## src/rtl/qam_pkg.sv

```systemverilog
// rtl/qam_pkg.sv - shared types, symbol levels and default threshold for the QAM-16 demodulator
package qam_pkg;

  typedef logic signed [2:0]  sym_t;
  typedef logic signed [7:0]  carrier_t;
  typedef logic signed [9:0]  sample_t;
  typedef logic signed [17:0] prod_t;

  localparam sym_t SYM_P3 = 3'sd3;
  localparam sym_t SYM_P1 = 3'sd1;
  localparam sym_t SYM_M1 = -3'sd1;
  localparam sym_t SYM_M3 = -3'sd3;

  // Midway between the +/-1 and +/-3 integrated levels (2048*N*level).
  function automatic int default_thresh(input int samples_per_sym);
    return 4096 * samples_per_sym;
  endfunction

endpackage

```

## src/rtl/qam_slicer.sv

```systemverilog
// rtl/qam_slicer.sv - four-level decision on an integrated branch sum, ties resolved upward
module qam_slicer
  import qam_pkg::*;
#(
  parameter int W = 22
) (
  input  logic signed [W-1:0] sum_i,
  input  logic signed [W-1:0] thresh_i,
  output sym_t                sym_o
);

  logic signed [W-1:0] neg_thresh;

  assign neg_thresh = -thresh_i;

  always_comb begin
    sym_o = SYM_M3;
    if (sum_i >= thresh_i) begin
      sym_o = SYM_P3;
    end else if (!sum_i[W-1]) begin
      sym_o = SYM_P1;
    end else if (sum_i >= neg_thresh) begin
      sym_o = SYM_M1;
    end
  end

endmodule

```

## src/rtl/qam_demod.sv

```systemverilog
// rtl/qam_demod.sv - coherent QAM-16 demodulator: carrier mix, integrate-and-dump, slice
module qam_demod
  import qam_pkg::*;
#(
  parameter int SAMPLES_PER_SYM = 16,
  parameter int THRESH          = default_thresh(SAMPLES_PER_SYM)
) (
  input  logic     axi_clk,
  input  logic     axi_rstn,
  input  logic     qam_valid,
  input  sample_t  qam_in,
  input  logic     cor_valid,
  input  carrier_t sin,
  input  carrier_t cos,
  input  logic     sym_sync,
  output logic     demod_valid,
  output sym_t     demod_i,
  output sym_t     demod_q
);

  localparam int CW = $clog2(SAMPLES_PER_SYM);
  localparam int AW = 18 + CW;
  localparam logic [CW-1:0]        LAST_IDX = CW'(SAMPLES_PER_SYM - 1);
  localparam logic signed [AW-1:0] THR      = AW'(THRESH);

  logic          accept;
  logic [CW-1:0] cnt_q, cnt_d, idx;
  prod_t         mul_i, mul_q;

  prod_t prod_i_q, prod_q_q;
  logic  p_vld_q, p_first_q, p_last_q;

  logic signed [AW-1:0] acc_i_q, acc_q_q;
  logic signed [AW-1:0] base_i, base_q, sum_i, sum_q;
  sym_t                 dec_i, dec_q;

  assign accept = qam_valid & cor_valid;

  // sym_sync forces this sample to index 0 regardless of the running count.
  always_comb begin
    idx   = sym_sync ? '0 : cnt_q;
    cnt_d = (idx == LAST_IDX) ? '0 : idx + 1'b1;
    mul_i = qam_in * cos;
    mul_q = -(qam_in * sin);
  end

  always_ff @(posedge axi_clk or negedge axi_rstn) begin
    if (!axi_rstn) begin
      cnt_q     <= '0;
      prod_i_q  <= '0;
      prod_q_q  <= '0;
      p_vld_q   <= 1'b0;
      p_first_q <= 1'b0;
      p_last_q  <= 1'b0;
    end else begin
      p_vld_q <= accept;
      if (accept) begin
        cnt_q     <= cnt_d;
        prod_i_q  <= mul_i;
        prod_q_q  <= mul_q;
        p_first_q <= (idx == '0);
        p_last_q  <= (idx == LAST_IDX);
      end
    end
  end

  // First sample of a symbol restarts the integral, discarding any aborted partial.
  always_comb begin
    base_i = p_first_q ? '0 : acc_i_q;
    base_q = p_first_q ? '0 : acc_q_q;
    sum_i  = base_i + {{CW{prod_i_q[17]}}, prod_i_q};
    sum_q  = base_q + {{CW{prod_q_q[17]}}, prod_q_q};
  end

  qam_slicer #(.W(AW)) u_slice_i (.sum_i(sum_i), .thresh_i(THR), .sym_o(dec_i));
  qam_slicer #(.W(AW)) u_slice_q (.sum_i(sum_q), .thresh_i(THR), .sym_o(dec_q));

  always_ff @(posedge axi_clk or negedge axi_rstn) begin
    if (!axi_rstn) begin
      acc_i_q     <= '0;
      acc_q_q     <= '0;
      demod_valid <= 1'b0;
      demod_i     <= '0;
      demod_q     <= '0;
    end else begin
      demod_valid <= p_vld_q & p_last_q;
      if (p_vld_q) begin
        acc_i_q <= sum_i;
        acc_q_q <= sum_q;
        if (p_last_q) begin
          demod_i <= dec_i;
          demod_q <= dec_q;
        end
      end
    end
  end

endmodule

```

## config.mk

```make
export PLATFORM = sky130hd
export DESIGN_NAME = qam_demod
export DESIGN_NICKNAME = d
export VERILOG_FILES = /design/src/rtl/qam_pkg.sv /design/src/rtl/qam_slicer.sv /design/src/rtl/qam_demod.sv
export SDC_FILE = /design/constraint.sdc
export NUM_CORES = 1
export LEC_CHECK = 0
export ABC_AREA = 1
export CAP_MARGIN = 20
export CORE_ASPECT_RATIO = 0.7
export CORE_MARGIN = 2
export CORE_UTILIZATION = 35
export DETAILED_ROUTE_END_ITERATION = 6
export DONT_BUFFER_PORTS = 1
export PLACE_DENSITY = 0.59
export SYNTH_ARGS = -nofsm -noshare
export SYNTH_HDL_FRONTEND = slang
export SYNTH_SLANG_ARGS = --single-unit
```

## constraint.sdc

```tcl
create_clock -name axi_clk -period 5.2 [get_ports axi_clk]
set_input_delay 1.04 -clock axi_clk [delete_from_list [all_inputs] [get_ports axi_clk]]
set_output_delay 1.04 -clock axi_clk [all_outputs]
set_load 0.01 [all_outputs]
```

# After elaboration in Yosys (flattened, before gate mapping)
# Index checks and enable logic that the tools add are counted.
# word_totals
ff_bits	94
mem_bits_rw	0
latch_bits	0
word_cells	36
romBits	0
memories	0
# op_classes
bitwise_logic	2
div	0
eq_ne	1
shift	0
mux	10
n_reduce_logical	2
mul	2
add_sub_neg	4
order_cmp	4
# ops
cell	count
22-bit adder	2
22-bit by 17-bit >= comparator with 1-bit output (second input constant)	2
22-bit by 18-bit >= comparator with 1-bit output (second input constant)	2
22-bit two-way mux	2
10-bit by 8-bit multiplier with 18-bit output	2
18-bit negation	1
3-bit two-way mux	4
4-bit two-way mux	2
4-bit by 1-bit adder with 4-bit output (second input constant)	1
4-bit equality test (second input constant)	1
4-bit zero test	1
2-bit two-way mux	2
1-bit AND	2
2-bit AND reduction	1

# Longest topological paths before layout
# depth
word_depth	6
mapped_depth	22
ltp_nobuf	21

# Hierarchy
# Synthesis repeated with hierarchy kept, for this count alone.
# hier_totals
cells_unflattened	2603
hier_area_um2	16958.8
# by_module_without_submodules
module	cells_each	area_each_um2	seq_area_each_um2	instances
qam_demod	2049	13688.1	2352.3	1
qam_slicer	277	1635.3	0.0	2

# Worst setup path before layout
# Ideal clock, no wire load.
# synth_path
path_kind	in2reg
start	input qam_in[7]
end	register prod_q_q[15]
path_stages	16
path_slack_ns	-0.100
required_ns	5.082
arrival_time_ns	5.182
setup_time_ns	0.118
path_cell_list	clkbuf_1 clkbuf_1 nand2_1 fa_1 fa_1 fa_1 fa_1 ha_1 ha_1 a21oi_1 inv_1 a31oi_1 o311ai_0 or2_2 nand3_1 nand2_1
# synth_between
elab_chain_cells	2
# synth_lines
element	line_no	text
from (decl)	qam_demod.sv:11	input sample_t qam_in,
10-bit by 8-bit multiplier with 18-bit output	qam_demod.sv:44	mul_q = -(qam_in * sin);
18-bit negation	qam_demod.sv:44	
to (signal assigned)	qam_demod.sv:60	prod_q_q <= mul_q;
to (decl)	qam_demod.sv:30	prod_t prod_i_q, prod_q_q;
# No other way between the ends.
# A chain may end at the register's enable or synchronous reset.

# Worst setup path in the final report
# layout_path
start	input sin[0]
end	register prod_q_q[17]
# layout_between
elab_chain_cells	2
# layout_lines
element	line_no	text
from (decl)	qam_demod.sv:13	input carrier_t sin,
10-bit by 8-bit multiplier with 18-bit output	qam_demod.sv:44	
18-bit negation	qam_demod.sv:44	
# No other way between the ends.

==> impl_metrics.tcl <==
set metrics [dict create \
    synth_flop_cell "dfrtp_1" \
    cp-start-kind "input port" \
    synth-edff-count 0 \
    initial_core_util_pct 35.3 \
    grt_max_degree 94 \
    cts_buffer_depth 2 \
    p_leak_nw 7.99 \
    yosys_register_bits 93 \
    die_area_sq_um 38800 \
    drtPass1Iterations 5 \
    crit_required_ns 5.45 \
    io_buffers 0 \
    layout_commonest_cell "nand2_1" \
    ir_drop_mv 0.382 \
    drv_cap 0 \
    hpwl_mm 24.3 \
    wirelength_mm 29.2 \
    syn_area_sq_um 13000 \
    met2_usage_pct 26.4 \
    ys_types 42 \
    cts-buffers-inserted 9 \
    cts_root_buf "clkbuf_16" \
    finalHoldViolCount 0 \
    max_freq_mhz 210 \
    slew_headroom_pct 39.2 \
    outcome "finished clean" \
    syn_area_per_cell_sq_um 7.03 \
    areaGrowthSynthToFinish_pct 6.59 \
    busiest_layer "met2" \
    layout_worst_path_cycle_share_pct 91.6 \
    clock_sinks 93 \
    detail-route-antenna-nets 0 \
    cts_tree "done" \
    cts_resized 0 \
    setup_viol 0 \
    fin_util_pct 37.6 \
    path_clk_slew_ns 0.07 \
    hold_buffers 0 \
    dieWidth_um 235 \
    gp_congestion 0.899 \
    power_density_nw_per_um2 578 \
    grtUsageTotal_pct 16.4 \
    placed_area_sq_um 13600 \
    wl_per_cell_um 12.6 \
    overflow 0 \
    min_period_ns 4.76 \
    critPathKind "in -> reg" \
    antenna_found_initial 0 \
    layout-drive-gt1-share_pct 4.96 \
    htreeDepth 3 \
    crit_path_end_kind "register" \
    die_h_um 165 \
    cts_setup_buffers 0 \
    rsz0062_at_grt "false" \
    pin_count 38 \
    finClkSkew_ns 0.00891 \
    fin_area_sq_um 13900 \
    syn-num-nets 2141 \
    p_total_w 0.00802 \
    netlist_instances 1852 \
    clk_latency_ns 0.37 \
    async_flop_share_pct 100 \
    final_cell_mix "528 x nand2_1, 443 x inv_1, 129 x fa_1, 128 x ha_1, 113 x nor2_1" \
    drv_slew 0 \
    via_per_inst 4.58 \
    diodes 0 \
    grt_pass1_vias 10900 \
    arrival_ns 5.01 \
    rows 59 \
    seq_area_frac_synth_pct 17.9 \
    route.detailed.drc 0 \
    grt.met1_usage_pct 24.0 \
    core_area_sq_um 36900 \
    nets 2118 \
    via_count 10600 \
    yosys_warnings 0 \
    worst_slew_pin_slew_ns 0.912 \
    cp_max_fo 10 \
    met3_usage_pct 2.54 \
    drt_iter0_markers 595 \
    grt_pass1_wl_mm 51.9 \
    hp-class "in -> async" \
]
## through the flow
stage	hold WS, ns	instances	TNS (ns)	worst slack [ns]
3_3_place_gp	0.467	2306	0	0.0813
6_report	0.372	2322	0	0.436
4_1_cts	0.345	2322	0	0.426
3_5_place_dp	0.473	2306	0	0.0544
2_1_floorplan	0.449	1852	-0.00301	-0.00301
5_1_grt	0.353	2322	0	0.161
## Yosys cell counts, types with 10 or more instances
master      n  area share, %
o21ai_0    74            2.8
nor3_1     10           0.38
dfrtp_1    93             18
xor2_1     32            2.2
or2_2      10           0.48
nand2_2    19           0.91
ha_1      128             12
xnor2_1    21            1.4
nand3_1    41            1.6
nor2_1    113            3.3
fa_1      130             20
a21oi_1    63            2.4
inv_1     444             13
nand4_1    19           0.91
nand2_1   529             15
clkbuf_1   50            1.4
## flip-flops by register name, indices dropped and copies added, names as in the netlist
register / cells
p_first_q: 1
p_last_q: 1
cnt_q: 4
prod_i_q: 18
acc_i_q: 22
acc_q_q: 22
p_vld_q: 1
demod_i: 3
demod_valid: 1
prod_q_q: 18
demod_q: 2
## per-layer routing
layer,part of all wire [%],vias to the layer above,wire [um]
met2,43,184,12600
met4,0.62,0,182
met1,51,4953,15000
li1,-,5478,-
met3,4.7,15,1380
met5,0,-,0
## worst max-delay path, cell delays in order
cell	delay [ns]
nand2_1	0.06
inv_1	0.08
fa_2	0.65
fa_1	0.53
fa_1	0.49
fa_1	0.54
inv_1	0.04
ha_1	0.29
ha_1	0.33
nand2_1	0.09
inv_1	0.04
a221oi_1	0.30
o211ai_1	0.16
or2_1	0.22
nand3_1	0.08
nand2_1	0.06
## worst paths after layout
| kind | depth (start not counted) | from | slack, ns | end |
|---|---|---|---|---|
| worst max register to register | 16 | p_first_q | 1.98 | demod_q[1] |
| worst min-delay path | 0 | axi_rstn | 0.37 | acc_i_q[12] |
| max in group asynchronous | 0 | axi_rstn | 4.68 | acc_q_q[17] |
| worst max-delay path | 16 | sin[0] | 0.44 | prod_q_q[17] |
| worst min register to register | 2 | acc_i_q[16] | 0.48 | acc_i_q[16] |
| min in group axi_clk | 2 | acc_i_q[16] | 0.48 | acc_i_q[16] |
## kinds of logic (layout without fill, tap and decap cells)
kind of cell    after synthesis  count (layout)  share of synthesized area, %
compound gates              180             180                          7.54
xor+xnor                     53              53                          3.56
fa+ha+maj                   258             258                          32.3
buf+inv                     502             484                          14.5
flops                        93              93                          17.9
simple gates                766             766                          24.2
## power by group
part	switching, W	internal (W)
clock	0.000296	0.000365
combinational	0.00364	0.00249
sequential	0.000210	0.00102
## final cells by class
| cell class | instances | area (sq um) |
|---|---|---|
| clock buffers | 12 | 267 |
| clock inverters | 4 | 30.0 |
| fillers | 3915 | 23000 |
| inverters | 447 | 1680 |
| multi-input cells | 1257 | 8810 |
| flip-flops and latches | 93 | 2330 |
| well taps | 488 | 611 |
| repair buffers | 21 | 158 |
Power figures use the tool's default switching activity.
==> patch 1 (same flow settings) <==
Make the reset (`axi_rstn`) synchronous in 2 clocked blocks.
--- a/src/rtl/qam_demod.sv
+++ b/src/rtl/qam_demod.sv
@@ -45,5 +45,5 @@
   end
 
-  always_ff @(posedge axi_clk or negedge axi_rstn) begin
+  always_ff @(posedge axi_clk) begin
     if (!axi_rstn) begin
       cnt_q     <= '0;
@@ -76,5 +76,5 @@
   qam_slicer #(.W(AW)) u_slice_q (.sum_i(sum_q), .thresh_i(THR), .sym_o(dec_q));
 
-  always_ff @(posedge axi_clk or negedge axi_rstn) begin
+  always_ff @(posedge axi_clk) begin
     if (!axi_rstn) begin
       acc_i_q     <= '0;
Formal check against the unedited RTL: same outputs for any inputs over 10 cycles, from zero or initial values and one cycle with axi_rstn low; that may be too few to reach the edited logic, so the function may still have changed.
==> patch 1 against the unedited design <==
Final area fell by 2.1%; core utilization up 0.24 points; wire length is 2.3% higher; first-iteration DRC count down 7.4%; highest routed layer unchanged; via count rose by 2.8%; setup slack worse by 0.012 ns; area after synthesis is 2.0% lower; register-to-register slack better by 0.29 ns; synthesized cell count up 1.6%; combinational power decreased by 28%; power shrank 26%; sequential share of layout area is 3.1 points lower; sequential cell count stayed put; fmax decreased by 0.25%.
==> patch 1: results (changes against the unedited design) <==
[run_status]
outcome = finished, final reports clean  ; unchanged

[global_route]
grt_pass1_wl_um = 52200  ; was 51900 µm
track_usage_pct = 16.7  ; was 16.4%
grt_max_degree = 82  ; was 94
antenna_found_initial = 0  ; unchanged

[power]
ir_drop_mv = 0.373  ; was 0.382 mV
leakagePower_nw = 8.00  ; was 7.99 nW

[yosys]
synth_nets = 2171  ; was 2141
yosys-top-cells-count = 473 x inv_1, 421 x nand2_1, 154 x nor2_1  ; was 529 x nand2_1, 444 x inv_1, 130 x fa_1
synth.distinct_cells = 39  ; was 42
ys.flop_type = dfxtp_1  ; was dfrtp_1
yosys-top-cells-area = fa_1 20%, dfxtp_1 15%, inv_1 14%  ; was fa_1 20%, dfrtp_1 18%, nand2_1 15%
ys_seq_area_share_pct = 14.6  ; was 17.9%
ys_async_sr_fraction_pct = 0  ; was 100%
avgSynthCellArea_um2 = 6.78  ; was 7.03 µm²

[setup_path]
r2r_cells = 18  ; was 16
endpoint = prod_q_q[17]$_SDFFE_PN0P_  ; was prod_q_q[17]$_DFFE_PN0P_
worstPathArrival_ns = 5.03  ; was 5.01 ns
cpPeakStageDelay_ns = 0.53  ; was 0.65 ns
r2r_slack_ns = 2.27  ; was 1.98 ns
rr_endpoint = demod_i[1]$_SDFFE_PN0P_  ; was demod_q[1]$_DFFE_PN0P_
cp_slowest_cell = fa_2  ; unchanged
cp-startpoint = sin[1]  ; was sin[0]
r2r_start = p_first_q$_SDFFE_PN0P_  ; was p_first_q$_DFFE_PN0P_

[drt]
drtPass1Iterations = 5  ; unchanged
drt_wl_total_um = 29800  ; was 29200 µm
num_vias = 10929  ; was 10.6k
drc = 0  ; unchanged
first_iter_violations = 551  ; was 595

[layout]
fill_cells = 3836  ; was 3915
instances_no_fill = 2341  ; was 2322
num_antenna_cells = 0  ; unchanged
layout-drive-gt1-share_pct = 3.71  ; was 4.96%
nets = 2145  ; was 2118
reg_top3 = acc_i_q: 22 flops, acc_q_q: 22 flops  ; unchanged

[placed_design]
gp_congestion = 0.892  ; was 0.899
dp_hpwl_um = 24200  ; was 24300 µm

[timing]
slew_viol_final = 0  ; unchanged
max_slew_margin_pct = 51.9  ; was 39.2%
timing.hold.ws_ns = 0.454  ; was 0.372 ns
skew_ns = 0.00990  ; was 0.00891 ns

[hold_path]
hold_depth = 2
min_to = acc_q_q[0]$_SDFFE_PN0P_
min-delay-start = acc_q_q[0]$_SDFFE_PN0P_
hp-class = flop to flop  ; was input pin to asynchronous set/reset pin

[clock_network]
cts_setup_buffers = 0  ; unchanged
h-tree-depth = 3  ; unchanged
clk_latency_ns = 0.36
post_cts_resized = 0  ; unchanged
clk_pin_slew_ns = 0.07  ; about the same
ctsRootBufferMaster = clkbuf_16  ; unchanged

-- patch 1: changes by cell type in the layout (fill, tap and decap cells not counted), sizes merged, moves of 6 or more --
cell	delta
nand2	-118
dfrtp	-93
dfxtp	+93
a21oi	+56
nor2	+34
inv	+31
o21ai	+13
nand3	+11
xor2	+11
o22ai	-7
or2	-6
-- patch 1: final cells by class --
class	count	area (µm²)	share of cell area, %
Tap cell	480	601	4.42
Timing Repair Buffer	26	195	1.44
Clock buffer	11	243	1.79
Clock inverter	5	35.0	0.258
Sequential cell	93	1860	13.7
Multi-Input combinational cell	1248	8870	65.2
Inverter	478	1790	13.2
-- patch 1: stage by stage --
step                      utilization [%]  area [µm²]  setup WS [ns]
after detailed placement             37.1       13300         0.0272
after global placement               37.1       13300         0.0456
after floorplan                         -       12800         0.0202
final                                37.8       13600          0.424
after CTS                            37.8       13600          0.394
after global routing                 37.8       13600         0.0937
-- patch 1: critical path, delay by kind of cell --
family,cells,cell delay (ns)
adder cells (fa/ha/maj),6,2.60
buffers and inverters,5,0.41
AO/OA/AOI/OAI,4,0.71
AND/OR/NAND/NOR,4,0.26
-- patch 1: cell families after synthesis --
family | Yosys count | synth area share, %
AO/OA/AOI/OAI | 245 | 10.3
XOR/XNOR | 66 | 4.53
adder cells (fa/ha/maj) | 258 | 32.9
buffers and inverters | 541 | 16.0
flip-flops | 93 | 14.6
AND/OR/NAND/NOR | 679 | 21.7
-- patch 1: power breakdown --
part,internal (mW),switching (mW)
combinational,1.86,2.55
clock,0.339,0.302
sequential,0.801,0.0762
-- patch 1: metal layers --
metal,vias to the layer above,wire length (µm),track usage [%]
li1,5584,-,-
met1,5119,15100,23.7
met4,0,339,3.26
met2,202,12900,26.7
met3,24,1480,2.71
met5,-,0,0
==> patch 2 (same flow settings) <==
Without the edit above. Set the parameter `SAMPLES_PER_SYM` to 8 (it was 16).
--- a/src/rtl/qam_demod.sv
+++ b/src/rtl/qam_demod.sv
@@ -3,5 +3,5 @@
   import qam_pkg::*;
 #(
-  parameter int SAMPLES_PER_SYM = 16,
+  parameter int SAMPLES_PER_SYM = 8,
   parameter int THRESH          = default_thresh(SAMPLES_PER_SYM)
 ) (
Behaviour: not the same (Yosys sat finds a counterexample within 10 cycles, from zero or initial values and one cycle with axi_rstn low).
==> patch 2 against the unedited design <==
Worst hold slack worse by 0.0044 ns; wire length down 5.2%; sequential share of layout area up 0.45 points; power down 7.8%; core utilization up 0.15 points; setup slack worse by 0.029 ns; sequential cell count down 3; non-clock buffer count down 14; combinational power down 9.6%; final area down 5.7%; area after synthesis down 5.4%; critical path type unchanged.
==> patch 2: results (changes against the unedited design) <==
[global_route]
grt_max_degree = 91  ; was 94
track_usage_pct = 16.1  ; was 16.4%
grt_pass1_wl_um = 49000  ; was 51900 µm
antenna_found_initial = 0  ; unchanged
grt_pass1_vias = 10038  ; was 10.9k

[layout]
nets = 1949  ; was 2118
reg_top3 = acc_i_q: 21 flops, acc_q_q: 21 flops  ; was acc_i_q: 22 flops, acc_q_q: 22 flops
fill_cells = 3724  ; was 3915
layout-drive-gt1-share_pct = 3.24  ; was 4.96%
num_antenna_cells = 0  ; unchanged

[yosys]
ys_seq_area_share_pct = 18.3  ; was 17.9%
ys.flop_type = dfrtp_1  ; unchanged
ys_warn_count = 0  ; unchanged
synth_nets = 1985  ; was 2141
synth.distinct_cells = 43  ; was 42
ys_async_sr_fraction_pct = 100  ; unchanged
yosys-top-cells-count = 455 x nand2_1, 391 x inv_1, 130 x fa_1  ; was 529 x nand2_1, 444 x inv_1, 130 x fa_1
yosys-top-cells-area = fa_1 21%, dfrtp_1 18%, nand2_1 14%  ; was fa_1 20%, dfrtp_1 18%, nand2_1 15%

[placed_design]
dp_hpwl_um = 22600  ; was 24300 µm
port_buffers = 0  ; unchanged
gp_congestion = 0.908  ; was 0.899

[clock_network]
ctsRootBufferMaster = clkbuf_16  ; unchanged
post_cts_resized = 0  ; unchanged
clk_latency_ns = 0.36
cts_setup_buffers = 0  ; unchanged
h-tree-depth = 3  ; unchanged
clk_pin_slew_ns = 0.07  ; about the same
numCtsBuffers = 9  ; unchanged

[timing]
max_slew.worst_pin.slew_ns = 0.887  ; was 0.912 ns
skew_ns = 0.00728  ; was 0.00891 ns
finalHoldViolCount = 0  ; unchanged

[setup_path]
r2r_start = p_first_q$_DFFE_PN0P_  ; unchanged
cp_max_fo = 10  ; unchanged
cp-startpoint = sin[1]  ; was sin[0]
worstPathArrival_ns = 5.04  ; was 5.01 ns

[run_status]
outcome = finished, final reports clean  ; unchanged

[drt]
drtPass1Iterations = 5  ; unchanged
avgRoutedWirePerCell_um = 12.9  ; was 12.6 µm
num_vias = 9943  ; was 10.6k
first_iter_violations = 659  ; was 595

[power]
leakagePower_nw = 7.47  ; was 7.99 nW
ir_drop_mv = 0.396  ; was 0.382 mV

[hold_path]
hp-class = input pin to asynchronous set/reset pin  ; unchanged

==> patch 2: changes by cell type in the layout (fill, tap and decap cells not counted), sizes merged, moves of 3 or more <==
cell and delta:
dfrtp -3, o21a +3, o22ai -3, xor2 -11, nand4 -6, nor2 -12
xnor2 +8, nand2 -88, o21ai +6, buf -14, a21oi +5, nor3 -5
inv -52, nand3b +3
==> patch 2: worst paths after layout <==
kind,to,slack (ns),cells after the start
max,prod_q_q[15]$_DFFE_PN0P_,0.41,17
min,acc_i_q[15]$_DFFE_PN0P_,0.37,0
max reg2reg,demod_q[1]$_DFFE_PN0P_,2.05,17
min reg2reg,cnt_q[1]$_DFFE_PN0P_,0.48,2
max in group asynchronous,p_first_q$_DFFE_PN0P_,4.64,0
min in group axi_clk,cnt_q[1]$_DFFE_PN0P_,0.48,2
==> patch 2: kinds of logic after synthesis <==
| family | share of synthesized area, % |
|---|---|
| xor gates and xnor gates | 3.56 |
| and+or+nand+nor | 21.7 |
| adders and majority gates | 34.0 |
| buffers and inverters | 13.6 |
| AOI/OAI and AO/OA | 8.84 |
| DFF | 18.3 |
==> patch 2: per-layer routing <==
layer	global-route usage, %	wire length [µm]	up-vias
met5	0	0	-
met4	3.06	259	0
met3	2.59	1380	18
met2	24.8	11700	165
met1	24.0	14300	4719
li1	-	-	5041
==> patch 2: worst max-delay path: stages <==
cell,delay (ns)
nand2_1,0.07
inv_1,0.08
fa_2,0.47
buf_12,0.16
fa_1,0.53
inv_1,0.05
fa_1,0.46
fa_1,0.49
ha_1,0.31
ha_1,0.35
a21oi_1,0.25
inv_1,0.10
a31oi_1,0.14
o311ai_0,0.17
or2_1,0.24
nand3_1,0.06
nand2_1,0.06
==> patch 2: layout make-up <==
class / count / area, µm² / share of cell area [%]
multi-input combinational: 1161 / 8410 / 64.2
inverter: 392 / 1470 / 11.2
clock buffer: 10 / 229 / 1.75
sequential: 90 / 2250 / 17.2
clock inverter: 6 / 72.6 / 0.554
timing repair buffer: 7 / 65.1 / 0.497
tap: 472 / 591 / 4.51
==> patch 2: metrics by stage <==
stage | instances | cell area, µm² | utilization [%] | power (mW) | setup WS [ns]
global route | 2138 | 13100 | 37.8 | 8.40 | 0.108
CTS | 2138 | 13100 | 37.8 | 7.46 | 0.413
floorplan | 1697 | 12400 | - | 5.47 | 0.0177
detailed placement | 2122 | 12800 | 36.9 | 6.71 | 0.0284
finish | 2138 | 13100 | 37.8 | 7.40 | 0.407
global placement | 2122 | 12800 | 36.9 | 6.66 | 0.0640
==> patch 2: where the power goes <==
group	total (mW)	internal [mW]	switching, mW
registers	1.16	0.974	0.190
clock network	0.688	0.380	0.308
logic	5.54	2.25	3.29
